==> src/rtl/sfp_pkg.sv <==
// sfp_pkg: shared sizes, saturation bounds and FSM encoding for the sfp accumulate stage
package sfp_pkg;
  localparam int PSUM_BW = 16;
  localparam int COL = 8;
  localparam int ADDR_BW = 11;
  localparam int PSUM_MAX = 32767;
  localparam int PSUM_MIN = -32768;
  typedef enum logic [2:0] {IDLE, WAIT, READ, ADD, WRITE, DONE} state_t;
endpackage

==> src/rtl/sfp_accum_if.sv <==
// sfp_accum_if: OFIFO pop path and psum SRAM port seen by the accumulate stage
interface sfp_accum_if import sfp_pkg::*; #(
  parameter int psum_bw = PSUM_BW,
  parameter int col = COL,
  parameter int addr_bw = ADDR_BW
);
  logic ofifo_valid;
  logic ofifo_rd;
  logic [psum_bw*col-1:0] ofifo_out;
  logic [psum_bw*col-1:0] sram_p;
  logic CEN_pmem;
  logic WEN_pmem;
  logic [addr_bw-1:0] A_pmem;
  logic [psum_bw*col-1:0] sfp_out;
  modport master (
    input ofifo_valid, ofifo_out, sram_p,
    output ofifo_rd, CEN_pmem, WEN_pmem, A_pmem, sfp_out
  );
  modport slave (
    output ofifo_valid, ofifo_out, sram_p,
    input ofifo_rd, CEN_pmem, WEN_pmem, A_pmem, sfp_out
  );
endinterface

==> src/rtl/sfp_lane.sv <==
// sfp_lane: one column's saturating psum + ofifo add with optional ReLU
module sfp_lane import sfp_pkg::*; #(
  parameter int psum_bw = PSUM_BW
) (
  input  logic [psum_bw-1:0] psum,
  input  logic [psum_bw-1:0] ofifo,
  input  logic               first_pass,
  input  logic               relu_en,
  output logic [psum_bw-1:0] sum
);
  logic [psum_bw:0] s;
  logic [psum_bw-1:0] c;
  always_comb begin
    s = {ofifo[psum_bw-1], ofifo} + (first_pass ? '0 : {psum[psum_bw-1], psum});
    c = s[psum_bw] != s[psum_bw-1] ? (s[psum_bw] ? psum_bw'(PSUM_MIN) : psum_bw'(PSUM_MAX)) : s[psum_bw-1:0];
    sum = relu_en && c[psum_bw-1] ? '0 : c;
  end
endmodule

==> src/rtl/sfp_accum.sv <==
// sfp_accum: OFIFO-row read-modify-write accumulate into the psum SRAM
module sfp_accum import sfp_pkg::*; #(
  parameter int psum_bw = PSUM_BW,
  parameter int col = COL,
  parameter int addr_bw = ADDR_BW
) (
  input  logic               clk,
  input  logic               reset,
  input  logic               start,
  input  logic [addr_bw-1:0] base_addr,
  input  logic [addr_bw-1:0] len,
  input  logic               first_pass,
  input  logic               relu_en,
  sfp_accum_if.master        bus,
  output logic               busy,
  output logic               done
);
  state_t state_q, state_d;
  logic [addr_bw-1:0] cnt_q, cnt_d, base_q, base_d, len_q, len_d, a_q, a_d;
  logic first_q, first_d, relu_q, relu_d, rd_q, rd_d, cen_q, cen_d, wen_q, wen_d;
  logic busy_q, busy_d, done_q, done_d;
  logic [psum_bw*col-1:0] sfp_q, sfp_d, lane_sum;
  for (genvar i = 0; i < col; i++) begin : g_lane
    sfp_lane #(.psum_bw(psum_bw)) u_lane (
      .psum(bus.sram_p[psum_bw*i +: psum_bw]),
      .ofifo(bus.ofifo_out[psum_bw*i +: psum_bw]),
      .first_pass(first_q),
      .relu_en(relu_q),
      .sum(lane_sum[psum_bw*i +: psum_bw])
    );
  end
  always_comb begin
    state_d = state_q;
    cnt_d = cnt_q;
    base_d = base_q;
    len_d = len_q;
    first_d = first_q;
    relu_d = relu_q;
    sfp_d = sfp_q;
    unique case (state_q)
      IDLE: if (start) begin
        base_d = base_addr;
        len_d = len;
        first_d = first_pass;
        relu_d = relu_en;
        state_d = len == '0 ? DONE : WAIT;
      end
      WAIT: state_d = bus.ofifo_valid ? READ : WAIT;
      READ: state_d = ADD;
      ADD: begin
        sfp_d = lane_sum;
        state_d = WRITE;
      end
      WRITE: begin
        cnt_d = cnt_q + 1'b1;
        state_d = cnt_d == len_q ? DONE : WAIT;
      end
      DONE: begin
        cnt_d = '0;
        state_d = IDLE;
      end
      default: state_d = IDLE;
    endcase
    // outputs are registered from the next state so they line up with it
    rd_d = state_d == READ;
    cen_d = !(state_d == READ || state_d == WRITE);
    wen_d = state_d != WRITE;
    a_d = cen_d ? a_q : base_q + cnt_q;
    busy_d = state_d != IDLE;
    done_d = state_d == DONE;
  end
  always_ff @(posedge clk) begin
    if (!reset) begin
      state_q <= IDLE;
      cnt_q <= '0;
      base_q <= '0;
      len_q <= '0;
      first_q <= 1'b0;
      relu_q <= 1'b0;
      sfp_q <= '0;
      rd_q <= 1'b0;
      cen_q <= 1'b1;
      wen_q <= 1'b1;
      a_q <= '0;
      busy_q <= 1'b0;
      done_q <= 1'b0;
    end else begin
      state_q <= state_d;
      cnt_q <= cnt_d;
      base_q <= base_d;
      len_q <= len_d;
      first_q <= first_d;
      relu_q <= relu_d;
      sfp_q <= sfp_d;
      rd_q <= rd_d;
      cen_q <= cen_d;
      wen_q <= wen_d;
      a_q <= a_d;
      busy_q <= busy_d;
      done_q <= done_d;
    end
  end
  assign bus.ofifo_rd = rd_q;
  assign bus.CEN_pmem = cen_q;
  assign bus.WEN_pmem = wen_q;
  assign bus.A_pmem = a_q;
  assign bus.sfp_out = sfp_q;
  assign busy = busy_q;
  assign done = done_q;
endmodule

==> src/flat_wrapper.sv <==
// flat-port wrapper written by rule: the top's interface ports become plain ports
module sfp_accum_flat import sfp_pkg::*;
#(
  parameter int psum_bw = PSUM_BW,
  parameter int col = COL,
  parameter int addr_bw = ADDR_BW
)
  (clk, reset, start, base_addr, len, first_pass, relu_en, busy, done, bus_ofifo_valid, bus_ofifo_out, bus_sram_p, bus_ofifo_rd, bus_CEN_pmem, bus_WEN_pmem, bus_A_pmem, bus_sfp_out);
  sfp_accum_if #(.psum_bw(psum_bw), .col(col), .addr_bw(addr_bw)) bus_i ();
  input  logic clk;
  input  logic reset;
  input  logic start;
  input  logic [addr_bw-1:0] base_addr;
  input  logic [addr_bw-1:0] len;
  input  logic first_pass;
  input  logic relu_en;
  output logic busy;
  output logic done;
  input wire logic [$bits(bus_i.ofifo_valid)-1:0] bus_ofifo_valid;
  input wire logic [$bits(bus_i.ofifo_out)-1:0] bus_ofifo_out;
  input wire logic [$bits(bus_i.sram_p)-1:0] bus_sram_p;
  output wire logic [$bits(bus_i.ofifo_rd)-1:0] bus_ofifo_rd;
  output wire logic [$bits(bus_i.CEN_pmem)-1:0] bus_CEN_pmem;
  output wire logic [$bits(bus_i.WEN_pmem)-1:0] bus_WEN_pmem;
  output wire logic [$bits(bus_i.A_pmem)-1:0] bus_A_pmem;
  output wire logic [$bits(bus_i.sfp_out)-1:0] bus_sfp_out;
  assign bus_i.ofifo_valid = bus_ofifo_valid;
  assign bus_i.ofifo_out = bus_ofifo_out;
  assign bus_i.sram_p = bus_sram_p;
  assign bus_ofifo_rd = bus_i.ofifo_rd;
  assign bus_CEN_pmem = bus_i.CEN_pmem;
  assign bus_WEN_pmem = bus_i.WEN_pmem;
  assign bus_A_pmem = bus_i.A_pmem;
  assign bus_sfp_out = bus_i.sfp_out;
  sfp_accum #(.psum_bw(psum_bw), .col(col), .addr_bw(addr_bw)) u_core (.clk(clk), .reset(reset), .start(start), .base_addr(base_addr), .len(len), .first_pass(first_pass), .relu_en(relu_en), .bus(bus_i), .busy(busy), .done(done));
endmodule
==> config.mk <==
export PLATFORM = sky130hd
export DESIGN_NAME = sfp_accum_flat
export DESIGN_NICKNAME = d
export VERILOG_FILES = /design/src/rtl/sfp_pkg.sv /design/src/rtl/sfp_accum_if.sv /design/src/rtl/sfp_lane.sv /design/src/rtl/sfp_accum.sv /design/src/flat_wrapper.sv
export SDC_FILE = /design/constraint.sdc
export NUM_CORES = 1
export LEC_CHECK = 0
export ABC_AREA = 1
export CORE_MARGIN = 2
export CORE_UTILIZATION = 40
export CTS_BUF_LIST = sky130_fd_sc_hd__clkbuf_8
export CTS_CLUSTER_SIZE = 16
export DETAILED_ROUTE_END_ITERATION = 6
export PLACE_DENSITY_LB_ADDON = 0.08
export RECOVER_POWER = 50
export SLEW_MARGIN = 0
export SYNTH_ARGS = -nofsm -noshare
export SYNTH_HDL_FRONTEND = slang
export SYNTH_SLANG_ARGS = --single-unit
==> constraint.sdc <==
create_clock -name clk -period 6.02 [get_ports clk]
set_clock_uncertainty 0.2 [all_clocks]
set_input_delay 1.204 -clock clk [delete_from_list [all_inputs] [get_ports clk]]
set_output_delay 1.204 -clock clk [all_outputs]
set_load 0.05 [all_outputs]
==> metrics.yaml, run 1 <==
grt:
  track_usage: 0.259
  grt_max_degree: 120
  gr-total-overflow: 0
  met1_usage: 0.324
  met3_usage: 0.0693
  gr-usage-met2: 0.432
  grt_first_pass_wirelength_um: 90600
  grt_pass1_vias: 17882
  antenna_found_initial: 10
  busiest_layer: "met2"
sta:
  hold_slack_ns: 0.265
  fin_crit_ns: 3.87
  setup_viol: 0
  drv_slew: 0
  tns_ns: 0
  fmax_mhz: 258
  hold_viol: 0
  rsz0062_at_grt: "false"
  worst_slew_pin_slew_ns: 1.24
  slew_headroom: 0.171
  period_share: 0.643
  layout_setup_ws_ns: 2.15
clocking:
  postCtsSetupRepairBufs: 0
  htreeDepth: 4
  clock_latency_ns: 0.58
  clk_pin_slew_worst_paths_ns: 0.10
  clock-sinks: 182
  clk_path_buf_depth: 2
  cts_tree: "done"
  numCtsBuffers: 17
  cts_root_buffer: "clkbuf_8"
  cts_resized: 0
  ctsHoldBuffers: 0
synthesis:
  synth_flop_cell: "dfxtp_1"
  yosysMostFrequentCell: "nand2_1"
  synth_area_leaders: "dfxtp_1 22%, nand2_1 20%, ha_1 10%"
  async_flop_share: 0
  synth_edf_count: 0
  synth_cell_type_count: 43
  netlist_area_mm2: 0.0168
  synth_top_cell_by_area: "dfxtp_1"
  synth_area_per_cell_um2: 6.00
  synth_largest_type_area_fraction: 0.217
  ys_seq_area_frac: 0.217
  synth_nets: 3228
  yosys_register_bits: 182
  synthTopCellsByCount: "892 x nand2_1, 379 x inv_1, 267 x a21oi_1"
  ys.warnings.count: 0
  syn-instance-count: 2796
worst_setup_path:
  startpoint_type: "input port"
  arrival_ns: 4.09
  critPathMaxFanout: 119
  setup.worst_path.end_class: "register"
  crit_required_ns: 6.24
  worst-setup-path-type: "in -> reg"
detailed_routing:
  routed_via_density: 4.98
  drc: 0
  drt_iter0_markers: 1034
  antenna_left: 0
  drtPass1Iterations: 5
  avgRoutedWirePerCell_um: 15.2
  via_count: 18589
  finalWirelength_um: 56700
placed_design:
  io_buffers: 427
  dp.cells: 3691
  place_congestion: 0.959
  hpwl_um: 45200
  dpl_worst_slack_ns: 1.83
  placed_area_mm2: 0.0214
power:
  ir_worst_vdd_v: 0.000119
  p_leak_nw: 10.8
  powerDensity_mw_per_mm2: 190
  power_mw: 4.15
layout:
  fin_area_mm2: 0.0218
  stdcell_count: 3731
  drive_gt1_frac: 0.0405
  syn2layout_area_growth_pct: 30.0
  final_nets: 3603
  fill_cells: 4372
  final_util: 0.524
floorplanning:
  die_w_um: 209
  core_area_mm2: 0.0417
  fp-row-count: 75
  die_area_mm2: 0.0436
  ios: 428
  fp.dieH_um: 209
  initial_core_util: 0.403
run_status:
  outcome: "complete, no violations"
min_path:
  hp-class: "reg -> reg"
run:
  drv_cap: 0
-- critical path, cell delays in order --
cell,delay (ns)
dlygate4sd3_1,0.53
clkbuf_1,0.51
inv_6,0.88
clkbuf_1,0.87
a21oi_1,0.08
-- layout make-up --
cell class	count	area, um^2	share of cell area
multi-input combinational	2127	11200	0.513
sequential	182	3650	0.167
timing repair buffer	435	4340	0.199
antenna	8	20.0	0.000917
tap	539	674	0.0309
inverter	408	1540	0.0705
clock inverter	15	173	0.00791
clock buffer	17	234	0.0107
-- path summary, 6_finish.rpt --
check / startpoint / to / slack (ns) / depth (start not counted)
max reg2reg: u_core.first_q / u_core.bus.sfp_out[16] / 2.23 / 17
min reg2reg: u_core.bus.sfp_out[59] / u_core.bus.sfp_out[59] / 0.27 / 2
max: reset / u_core.bus.sfp_out[114] / 2.15 / 5
min: u_core.bus.sfp_out[59] / u_core.bus.sfp_out[59] / 0.27 / 2
-- layout by cell type, fill, tap and decap left out, drive strengths merged --
master,instances
a31o,1
nand3b,25
bufinv,1
ha,139
o211ai,4
o21ai,46
fa,9
nand2,923
a21o,1
o21a,1
xnor2,69
nor4,10
and3,1
clkinv,11
and2,23
a21oi,278
xor2,36
dfxtp,182
nor3,27
diode,8
nand4,11
clkbuf,19
dlygate4sd3,109
a31oi,2
nand3,248
a211oi,1
o21bai,20
or2,8
nor2,244
clkdlybuf4s50,318
inv,411
buf,6
-- layer usage --
layer	part of all wire	up-vias
li1	-	9599
met1	0.45	8455
met2	0.46	466
met3	0.064	65
met4	0.024	4
met5	0.00056	-
-- where the power goes --
group          switching (mW)  internal, mW  total [mW]
Combinational            1.19         0.767        1.96
Clock                   0.553         0.344       0.897
Sequential             0.0410          1.26        1.30
-- logic make-up after synthesis --
logic type	count (synthesis)	share of synthesized area
adder cells (fa/ha/maj)	148	0.114
XOR/XNOR	105	0.0548
buffers and inverters	487	0.116
AO/OA/AOI/OAI	354	0.116
flip-flops	182	0.217
AND/OR/NAND/NOR	1520	0.382
-- sequential cells by signal (all words and copies together) (netlist names) --
name and cells:
u_core.bus.WEN_pmem 1, u_core.busy 1, u_core.bus.ofifo_rd 1, u_core.cnt_q 11
u_core.len_q 11, u_core.first_q 1, u_core.done 1, u_core.bus.sfp_out 128
u_core.bus.A_pmem 11, u_core.relu_q 1, u_core.state_q 3, u_core.bus.CEN_pmem 1
u_core.base_q 11
Power figures use the tool's default switching activity.
==> run 2, diff against run 1 <==
==> constraint.sdc (replaced) <==
create_clock -name clk -period 3.75 [get_ports clk]
set_clock_uncertainty 0.2 [all_clocks]
set_input_delay 0.75 -clock clk [delete_from_list [all_inputs] [get_ports clk]]
set_output_delay 0.75 -clock clk [all_outputs]
set_load 0.05 [all_outputs]
==> run 2 against run 1 <==
The run now ends with max-capacitance violations, max-slew violations left; critical path type unchanged; critical endpoint is now u_core.bus.sfp_out[79]; global-route usage rose by 0.46 points; worst setup slack got worse by 1.6 ns; combinational power rose by 65%; clock power rose by 57%; via count fell by 0.46%; die area did not move; sequential share of layout area fell by 0.17 points; highest routed layer unchanged; sequential cell count did not move; total power rose by 61%; first-iteration DRC count rose by 15%; design area rose by 1.0%.
==> metrics.yaml, run 2 (synthesis gave the netlist of run 1 again) <==
power:
  switchingPower_mw: 2.90  # +62%
  p_leak_nw: 10.9  # +1.1%
  internal-power_mw: 3.80  # +61%
  powerDensity_mw_per_mm2: 304  # +60%
  ir_worst_vdd_v: 0.000160  # +35%
  power_frac_seq: 0.309  # -0.003
  combPwrFrac: 0.481  # +0.009
  power_mw: 6.71  # +61%
  pwr-share-clk: 0.210  # -0.006
  sw_frac_of_total: 0.433  # +0.00269
worst_setup_path:
  arrival_ns: 3.58  # -0.51 ns
  startpoint_type: "input port"
  crit_required_ns: 4.09  # -2.15 ns
  setup.worst_path.end_class: "register"
  critPathMaxFanout: 75  # -37%
  critPathMaxStageDelay_ns: 1.18  # +0.30 ns
  path_delay_family: "buffers and inverters"
  crit_chain: "dlygate4sd3_1 > clkinvlp_4 > buf_4 > a21oi_1 > nand2_1 > inv_1"
  worst-setup-path-type: "in -> reg"
  path_buf_inv: 4  # unchanged
  cp_slowest_cell: "clkinvlp_4"
sta:
  period_share: 0.865
  fin_crit_ns: 3.24
  rsz0062_at_grt: "false"
  drv_slew: 74  # +74
  fmax_mhz: 308
  setup_viol: 0  # unchanged
  tns_ns: 0  # unchanged
  worst_slew_pin_slew_ns: 1.57  # +0.322 ns
  hold_viol: 0  # unchanged
  slew_headroom: -0.0441  # -0.215
floorplanning:
  die_w_um: 209  # unchanged
  fp-row-count: 75  # unchanged
  die_area_mm2: 0.0436  # unchanged
  fp.dieH_um: 209  # unchanged
  core_area_mm2: 0.0417  # unchanged
  initial_core_util: 0.403  # unchanged
  ios: 428  # unchanged
layout:
  largest_register_ffs: 128  # unchanged
  multiInputGateArea_mm2: 0.0112  # -0.11%
  seq_area_mm2: 0.00365  # unchanged
  fill_cells: 4368  # -0.091%
  final_common_cell: "nand2_1"
  final_nets: 3624  # +0.58%
  final_cell_mix: "892 x nand2_1, 379 x inv_1, 320 x clkdlybuf4s50_1, 267 x a21oi_1, 244 x nor2_1"
  syn2layout_area_growth_pct: 31.3
  fin_area_mm2: 0.0220  # +1.0%
  drive_gt1_frac: 0.0465  # +0.00597
detailed_routing:
  drt_iter0_markers: 1185  # +15%
  drc: 0  # unchanged
  avgRoutedWirePerCell_um: 15.3  # +0.80%
  via_count: 18503  # -0.46%
  antenna_left: 0  # unchanged
  routed_via_density: 4.93  # -1.0%
  drtPass1Iterations: 5  # unchanged
  finalWirelength_um: 57500  # +1.4%
grt:
  grt_first_pass_wirelength_um: 92000  # +1.6%
  gr-total-overflow: 0  # unchanged
  antenna_found_initial: 9  # -1
  grt_max_degree: 91  # -24%
  grt_pass1_vias: 18054  # +0.96%
  track_usage: 0.264  # +0.00462
run:
  drv_cap: 1  # +1
clocking:
  postCtsSetupRepairBufs: 0  # unchanged
  clk_path_buf_depth: 2  # unchanged
  clk_pin_slew_worst_paths_ns: 0.11  # about the same
  clock-sinks: 182  # unchanged
  cts_resized: 0  # unchanged
  numCtsBuffers: 17  # unchanged
  cts_tree: "done"
  htreeDepth: 4  # unchanged
  cts_root_buffer: "clkbuf_8"
  ctsHoldBuffers: 0  # unchanged
  clock_latency_ns: 0.58  # about the same
min_path:
  hp-class: "reg -> reg"
run_status:
  outcome: "finished with violations"
  violations: "max-capacitance violations, max-slew violations"
placed_design:
  io_buffers: 427  # unchanged
  hpwl_um: 46600  # +3.2%
  place_congestion: 0.964  # +0.51%
  placed_area_mm2: 0.0217  # +1.1%
[run 2: layout make-up]
cell class,instances,share of cell area
Clock inverter,15,0.00726
Inverter,408,0.0698
Clock buffer,17,0.0106
Antenna cell,8,0.000908
Multi-Input combinational cell,2127,0.507
Sequential cell,182,0.165
Tap cell,539,0.0306
Timing Repair Buffer,456,0.208
[run 2: worst paths after layout]
| path | start | to | slack [ns] | cells past startpoint |
|---|---|---|---|---|
| max | reset | u_core.bus.sfp_out[79] | 0.51 | 6 |
| min | u_core.bus.sfp_out[62] | u_core.bus.sfp_out[62] | 0.27 | 2 |
| max reg2reg | u_core.first_q | u_core.bus.sfp_out[90] | 0.60 | 16 |
| min reg2reg | u_core.bus.sfp_out[62] | u_core.bus.sfp_out[62] | 0.27 | 2 |
[run 2: power by group through the flow]
stage,Combinational (mW),Clock (mW),Sequential [mW]
finish,3.23,1.41,2.07
global route,3.60,1.55,2.08
CTS,3.24,1.46,2.07
detailed placement,3.22,0,2.12
global placement,3.23,0,2.12
floorplan,2.03,0,2.31
[run 2: worst reg2reg max path: stages (launching register included)]
cell and delay (ns):
dfxtp_4 0.44, buf_4 0.25, nor2_1 0.09, ha_1 0.24
fa_1 0.48, nand2_1 0.09, nand2_1 0.06, nand3_1 0.09
nand2_1 0.12, nand2_1 0.10, nand2_1 0.05, nand2_1 0.06
nand2_1 0.09, nand2_2 0.29, nand3_1 0.18, nand2_1 0.09
a21oi_1 0.06
[run 2: routing by layer]
layer / part of all wire / wire length (um) / track usage / up-vias
li1: - / - / - / 9633
met1: 0.45 / 25800 / 0.332 / 8331
met3: 0.069 / 3940 / 0.0750 / 56
met5: 0.00016 / 9 / 0 / -
met4: 0.021 / 1200 / 0.0749 / 2
met2: 0.46 / 26500 / 0.439 / 481
[run 2: stage by stage]
step / hold slack (ns) / setup slack, ns / util / instances
3_3_place_gp: 0.254 / 0.141 / 0.520 / 3712
3_5_place_dp: 0.255 / 0.128 / 0.520 / 3712
5_1_grt: 0.284 / 0.294 / 0.529 / 3751
4_1_cts: 0.271 / 0.623 / 0.529 / 3744
6_report: 0.265 / 0.507 / 0.529 / 3752
2_1_floorplan: 0.244 / 0.776 / - / 2796
